===== config.mk =====
export PLATFORM = sky130hd
export DESIGN_NAME = fifo_ring
export DESIGN_NICKNAME = d
export VERILOG_FILES = /design/src/rtl/fifo_ring_pkg.sv /design/src/rtl/fifo_ram.sv /design/src/rtl/fifo_ring.sv
export SDC_FILE = /design/constraint.sdc
export NUM_CORES = 1
export LEC_CHECK = 0
export BUFFER_PORTS_ARGS = -buffer_cell sky130_fd_sc_hd__buf_2
export CAP_MARGIN = 20
export CORE_MARGIN = 2
export CORE_UTILIZATION = 50
export CTS_CLUSTER_DIAMETER = 80
export DETAILED_ROUTE_END_ITERATION = 10
export PLACE_DENSITY = 0.65
export SYNTH_ARGS = -nofsm -noshare
export SYNTH_HDL_FRONTEND = slang
export SYNTH_HIERARCHICAL = 1
export SYNTH_SLANG_ARGS = --single-unit

===== constraint.sdc =====
create_clock -name clk -period 5.1 [get_ports clk]
set_clock_uncertainty 0.1 [all_clocks]
set_input_delay 1.53 -clock clk [delete_from_list [all_inputs] [get_ports clk]]
set_output_delay 1.53 -clock clk [all_outputs]
set_load 0.1 [all_outputs]

===== src/rtl/fifo_ring_pkg.sv =====
// fifo_ring_pkg: shared default sizes and thresholds for the fifo_ring family
package fifo_ring_pkg;
  localparam int DEF_DATA_WIDTH = 8;
  localparam int DEF_FIFO_DEPTH = 8;
  localparam int DEF_AE_THRESH = 1;
endpackage


===== src/rtl/fifo_ram.sv =====
// fifo_ram: simple dual-port RAM with one write port and a registered, resettable read port
module fifo_ram #(
  parameter int DATA_WIDTH = 8,
  parameter int DEPTH = 8,
  parameter int ADDR_W = $clog2(DEPTH)
) (
  input  logic                  clk,
  input  logic                  reset,
  input  logic                  we,
  input  logic [ADDR_W-1:0]     waddr,
  input  logic [DATA_WIDTH-1:0] wdata,
  input  logic                  re,
  input  logic [ADDR_W-1:0]     raddr,
  output logic [DATA_WIDTH-1:0] rdata
);
  logic [DATA_WIDTH-1:0] mem [DEPTH];
  always_ff @(posedge clk) begin
    if (we) mem[waddr] <= wdata;
  end
  always_ff @(posedge clk) begin
    if (reset) rdata <= '0;
    else if (re) rdata <= mem[raddr];
  end
endmodule


===== src/rtl/fifo_ring.sv =====
// fifo_ring: circular-buffer FIFO with registered read, occupancy count, threshold flags and error pulses
module fifo_ring import fifo_ring_pkg::*; #(
  parameter int DATA_WIDTH = DEF_DATA_WIDTH,
  parameter int FIFO_DEPTH = DEF_FIFO_DEPTH,
  parameter int AF_THRESH = FIFO_DEPTH - 1,
  parameter int AE_THRESH = DEF_AE_THRESH,
  parameter int ADDR_W = $clog2(FIFO_DEPTH),
  parameter int CNT_W = $clog2(FIFO_DEPTH + 1)
) (
  input  logic                  clk,
  input  logic                  reset,
  input  logic                  wr_en,
  input  logic [DATA_WIDTH-1:0] wr_data,
  output logic                  wr_ready,
  input  logic                  rd_en,
  output logic [DATA_WIDTH-1:0] rd_data,
  output logic                  rd_val,
  output logic [CNT_W-1:0]      count,
  output logic                  almost_full,
  output logic                  almost_empty,
  output logic                  overflow,
  output logic                  underflow
);
  localparam logic [CNT_W-1:0] FULL_C = CNT_W'(FIFO_DEPTH);
  localparam logic [CNT_W-1:0] AF_C = CNT_W'(AF_THRESH);
  localparam logic [CNT_W-1:0] AE_C = CNT_W'(AE_THRESH);
  localparam logic [ADDR_W-1:0] LAST_C = ADDR_W'(FIFO_DEPTH - 1);
  logic [ADDR_W-1:0] wr_ptr, rd_ptr;
  logic wr_acc, rd_acc;
  function automatic logic [ADDR_W-1:0] next_ptr(input logic [ADDR_W-1:0] p);
    return p == LAST_C ? '0 : p + 1'b1;
  endfunction
  always_comb begin
    wr_ready = !reset && count != FULL_C;
    wr_acc = wr_en && wr_ready;
    rd_acc = rd_en && !reset && count != '0;
    almost_full = count >= AF_C;
    almost_empty = count <= AE_C;
  end
  always_ff @(posedge clk) begin
    if (reset) begin
      wr_ptr <= '0;
      rd_ptr <= '0;
      count <= '0;
      rd_val <= 1'b0;
      overflow <= 1'b0;
      underflow <= 1'b0;
    end else begin
      wr_ptr <= wr_acc ? next_ptr(wr_ptr) : wr_ptr;
      rd_ptr <= rd_acc ? next_ptr(rd_ptr) : rd_ptr;
      count <= count + CNT_W'(wr_acc) - CNT_W'(rd_acc);
      rd_val <= rd_acc;
      overflow <= wr_en && !wr_ready;
      underflow <= rd_en && count == '0;
    end
  end
  fifo_ram #(
    .DATA_WIDTH(DATA_WIDTH),
    .DEPTH(FIFO_DEPTH),
    .ADDR_W(ADDR_W)
  ) u_ram (
    .clk(clk),
    .reset(reset),
    .we(wr_acc),
    .waddr(wr_ptr),
    .wdata(wr_data),
    .re(rd_acc),
    .raddr(rd_ptr),
    .rdata(rd_data)
  );
endmodule

Word-level counts from Yosys, hierarchy flattened:

Memories as Yosys holds them, arrays and structs flattened. A register that Yosys moved wholly into a read port is not among the register bits.
Cells that the tools add are included.

* register bits after elaboration: 13
* bits in writable memories: 64
* input bits: 12
* output and inout bits: 18
* word-level logic and storage cells: 30
* memories kept: 1

Memory list
* u_ram.mem: words 8, width 8, read ports 1, clocked after Yosys merged registers in 1, write ports 1, RTL line fifo_ram.sv:16 `logic [DATA_WIDTH-1:0] mem [DEPTH];`

* add/sub/neg operators: 4
* order comparisons: 2
* equal/unequal tests: 3
* mux-type cells: 4
* reductions and logical operators: 10

Operators with widths (count)
* $add A3 B1 Y3 const B: 2
* $eq A3 B3 Y1 const B: 2
* $logic_and A1 B1 Y1: 6
* $mux W3: 2
* $add A4 B1 Y4: 1
* $ge A4 B3 Y1 const B: 1
* $le A4 B1 Y1 const B: 1
* $logic_not A4 Y1: 1
* $ne A4 B4 Y1 const B: 1
* $reduce_bool A4 Y1: 1
* $sub A4 B1 Y4: 1
* $logic_not A1 Y1: 2
* $mux W1: 2

Longest topological paths before layout:

* depth in word-level cells: 5
* depth in mapped cells: 10
* depth with buffers taken out: 10

Cells and area by module:

The synthesis kept the hierarchy.

By module, submodules not included
* fifo_ram: times used 1, cells an instance 162, area each 2812.7 sq um, seq. area each 2082.0 sq um
* fifo_ring: times used 1, cells an instance 74, area each 742.0 sq um, seq. area each 260.2 sq um

Worst setup path after synthesis:

Ideal clock, no wire load.

* path kind: input -> output
* from: input port reset
* to: output port wr_ready
* data arrival time: 3.151 ns
* data required time: 3.470 ns
* setup slack: 0.319 ns
* stages on the path: 2
* path buffers: 1
* cell sequence: buf_2 -> a21oi_1

* cells in the longest elaborated chain, start to end: 2

RTL lines
* from (decl): RTL line fifo_ring.sv:11 `input logic reset,`
* $logic_not A1 Y1: RTL line fifo_ring.sv:34 `wr_ready = !reset && count != FULL_C;`
* $logic_and A1 B1 Y1: RTL line fifo_ring.sv:34
* to (decl): RTL line fifo_ring.sv:14 `output logic wr_ready,`

No other way between the ends.

Worst setup path after layout:

Same ends and word-level chain as after synthesis.

==> run_results.csv <==
group,metric,value,unit
layout,diodes,0,
die,coreArea,6830,sq um
layout,layout_commonest_cell,"edfxtp_1",
sta,slew_violations,0,
critical_path,reg2reg_slack,2.48,ns
die,fp.dieArea,7800,sq um
synthesis,syn_nets,261,
synthesis,synth_seq_cells,85,
pwr,power_frac_seq,41.5,%
drt,drt_wl_total,6490,um
sta,setup_viol,0,
synthesis,synth_cell_types,32,
pwr,peakVddDrop,0.000556,V
pwr,p_clk_share,21.2,%
layout,drive_above_1_share,26.6,%
clock_tree,ctsHtreeMaxLevel,3,
drt,dr_total_vias,1994,
sta,finalCriticalPeriod,4.01,ns
pwr,swShare,40.3,%
layout,area_growth_syn_to_layout,10.8,%
clock_tree,cts_root_buffer,"clkbuf_8",
grt,first_global_vias,1921,
clock_tree,clk_latency,0.35,ns
drt,dr.pass1.iters,4,
sta,max_slew_margin,31.9,%
synthesis,synth_top_area_cell,"edfxtp_1",
die,die_w,88.3,um
place,gp_congestion,0.707,
layout,mostFrequentLayoutCells,"edfxtp_1, buf_2, nor2_1, dfxtp_1, mux2_2",
die,die_h,88.3,um
grt,grt_pass1_wl,9840,um
sta,rsz0062_at_grt,"no",
pwr,totalPowerFinal,2.03,mW
die,io_pins,30,
sta,worstMarginPinSlew,1.02,ns
critical_path,critical_path_required,3.47,ns
synthesis,synth_compound_area_share,8.03,%
drt,detail_route.wl_per_cell,17.5,um
drt,via_per_inst,5.39,
synthesis,synth_top_cell_area_share,54.1,%
synthesis,synth.area.mux_share,11.1,%
synthesis,synth-simple-area-share,6.90,%
clock_tree,cts_tree,"done",
synthesis,synth.avg_cell_area,15.1,sq um
synthesis,synthTopCellsByArea,"edfxtp_1, dfxtp_1, mux2_2",
pwr,p_comb_share,37.3,%
synthesis,synthAdderAreaFrac,4.79,%
critical_path,worstPathArrival,2.38,ns
sta,max_clock_freq,0.249,GHz
clock_tree,postCtsHoldBufs,0,
pwr,power-per-cell-area,516,nW/um^2
pwr,netSwitchingPower,819,uW
drt,drc,0,
drt,ant_nets,0,
synthesis,syn_inst,236,
critical_path,worst-setup-path-type,"input pin to primary output",
grt,overflow,0,
synthesis,syn_area,3550,sq um
synthesis,yosysSeqAreaShare,65.9,%
synthesis,synth_top_family_by_area,"multiplexers",
die,rows,30,
layout,fillers,588,
clock_tree,clk_path_buf_depth,2,
clock_tree,cts_resized,0,
layout,nets,294,
run,cap_violations,0,
grt,grt_max_degree,36,
grt,antenna_found_initial,0,
clock_tree,clkSlewWorstSetupHoldPaths,0.09,ns
sta,finalHoldViolations,0,
synthesis,synth_xor_area_share,0.246,%
critical_path,critPathCaptureType,"primary output",
grt,track_usage,17.8,%
drt,drt-initial-drc-count,106,
die,start_util,52.0,%
clock_tree,cts_made_buffers,9,
critical_path,worst_setup_path_start_kind,"input pin",
clock_tree,cts.sinks,85,
clock_tree,cts_setup_buffers,0,
place,dp_hpwl,4170,um
pwr,p_int,1.21,mW
sta,fin_setup_tns,0,ns
sta,finalCritPeriodShare,78.7,%
place,portBuffers,29,
pwr,p_leak,1.41,nW
critical_path,critPathMaxFanout,22,
run_status,status,"completed",
synthesis,yosysWarnings,6,
worst_hold_path,hold_path.class,"register to register",
registers in the layout (all words and copies together), names as in the netlist:
signal,flops
u_ram/rdata,8
rd_ptr,3
u_ram/mem,64
overflow,1
underflow,1
count,4
rd_val,1
wr_ptr,3
kinds of logic after synthesis:
| family | after synthesis |
|---|---|
| muxes | 37 |
| and+or+nand+nor | 49 |
| DFF | 85 |
| AOI/OAI and AO/OA | 35 |
| xor gates and xnor gates | 1 |
| buffers and inverters | 16 |
| adders and majority gates | 13 |
power groups by stage:
| stage | Combinational [mW] | Sequential, mW | Clock, mW |
|---|---|---|---|
| floorplan | 0.458 | 1.07 | 0 |
| global placement | 0.752 | 0.858 | 0 |
| detailed placement | 0.762 | 0.860 | 0 |
| CTS | 0.765 | 0.844 | 0.441 |
| global route | 0.808 | 0.851 | 0.473 |
| finish | 0.757 | 0.843 | 0.430 |
cell usage after synthesis:
master and number:
edfxtp_1 64, dfxtp_1 21, nor2_1 21, mux2_2 19
mux2i_1 18, ha_1 12, nand2b_1 10, a21oi_1 7
a221o_1 7, o22ai_1 7, a211oi_1 6, inv_1 6
nor2b_1 6, nand2_1 5, buf_1 3, a211oi_2 2
a21oi_4 2, buf_12 2, buf_6 2, clkbuf_1 2
nand3_1 2, nor3_1 2, a22o_1 1, a22oi_1 1
a31o_2 1, buf_2 1, fa_1 1, nor2_4 1
o221ai_1 1, or2b_1 1, or3b_1 1, xnor2_1 1
worst paths after layout:
| kind | start | endpoint | cells past startpoint |
|---|---|---|---|
| max | reset | wr_ready | 3 |
| min | u_ram/rdata[5]$_SDFFE_PP0P_ | u_ram/rdata[5]$_SDFFE_PP0P_ | 2 |
| max reg2reg | count[2]$_SDFF_PP0_ | count[1]$_SDFF_PP0_ | 8 |
| min reg2reg | u_ram/rdata[5]$_SDFFE_PP0P_ | u_ram/rdata[5]$_SDFFE_PP0P_ | 2 |
through the flow:
| step | instance area [sq um] | utilization [%] | hold slack (ns) | worst slack (ns) | std cells |
|---|---|---|---|---|---|
| 4_1_cts | 3940 | 57.7 | 0.401 | 1.08 | 370 |
| 6_report | 3940 | 57.7 | 0.399 | 1.09 | 370 |
| 2_1_floorplan | 3550 | - | 0.393 | 0.319 | 236 |
| 5_1_grt | 3940 | 57.7 | 0.419 | 1.06 | 370 |
| 3_3_place_gp | 3760 | 55.0 | 0.392 | 1.10 | 354 |
| 3_5_place_dp | 3760 | 55.0 | 0.390 | 1.08 | 354 |
cell type report:
| class | instances | area (sq um) | area share, % |
|---|---|---|---|
| clock buffer | 10 | 138 | 3.49 |
| clock inverter | 6 | 45.0 | 1.14 |
| sequential | 85 | 2340 | 59.5 |
| timing repair buffer | 32 | 168 | 4.26 |
| multi-input combinational | 135 | 1100 | 28.0 |
| tap | 96 | 120 | 3.05 |
| inverter | 6 | 22.5 | 0.572 |
per-layer routing:
metal  global-route usage, %  wire length [um]
met2                    29.0              3200
met4                    9.09               163
met5                       0                 0
met1                    22.7              2940
met3                    3.45               189
critical path, stage by stage:
cell     delay, ns
buf_2         0.24
a21oi_1       0.17
buf_2         0.44
Power figures use the tool's default switching activity.
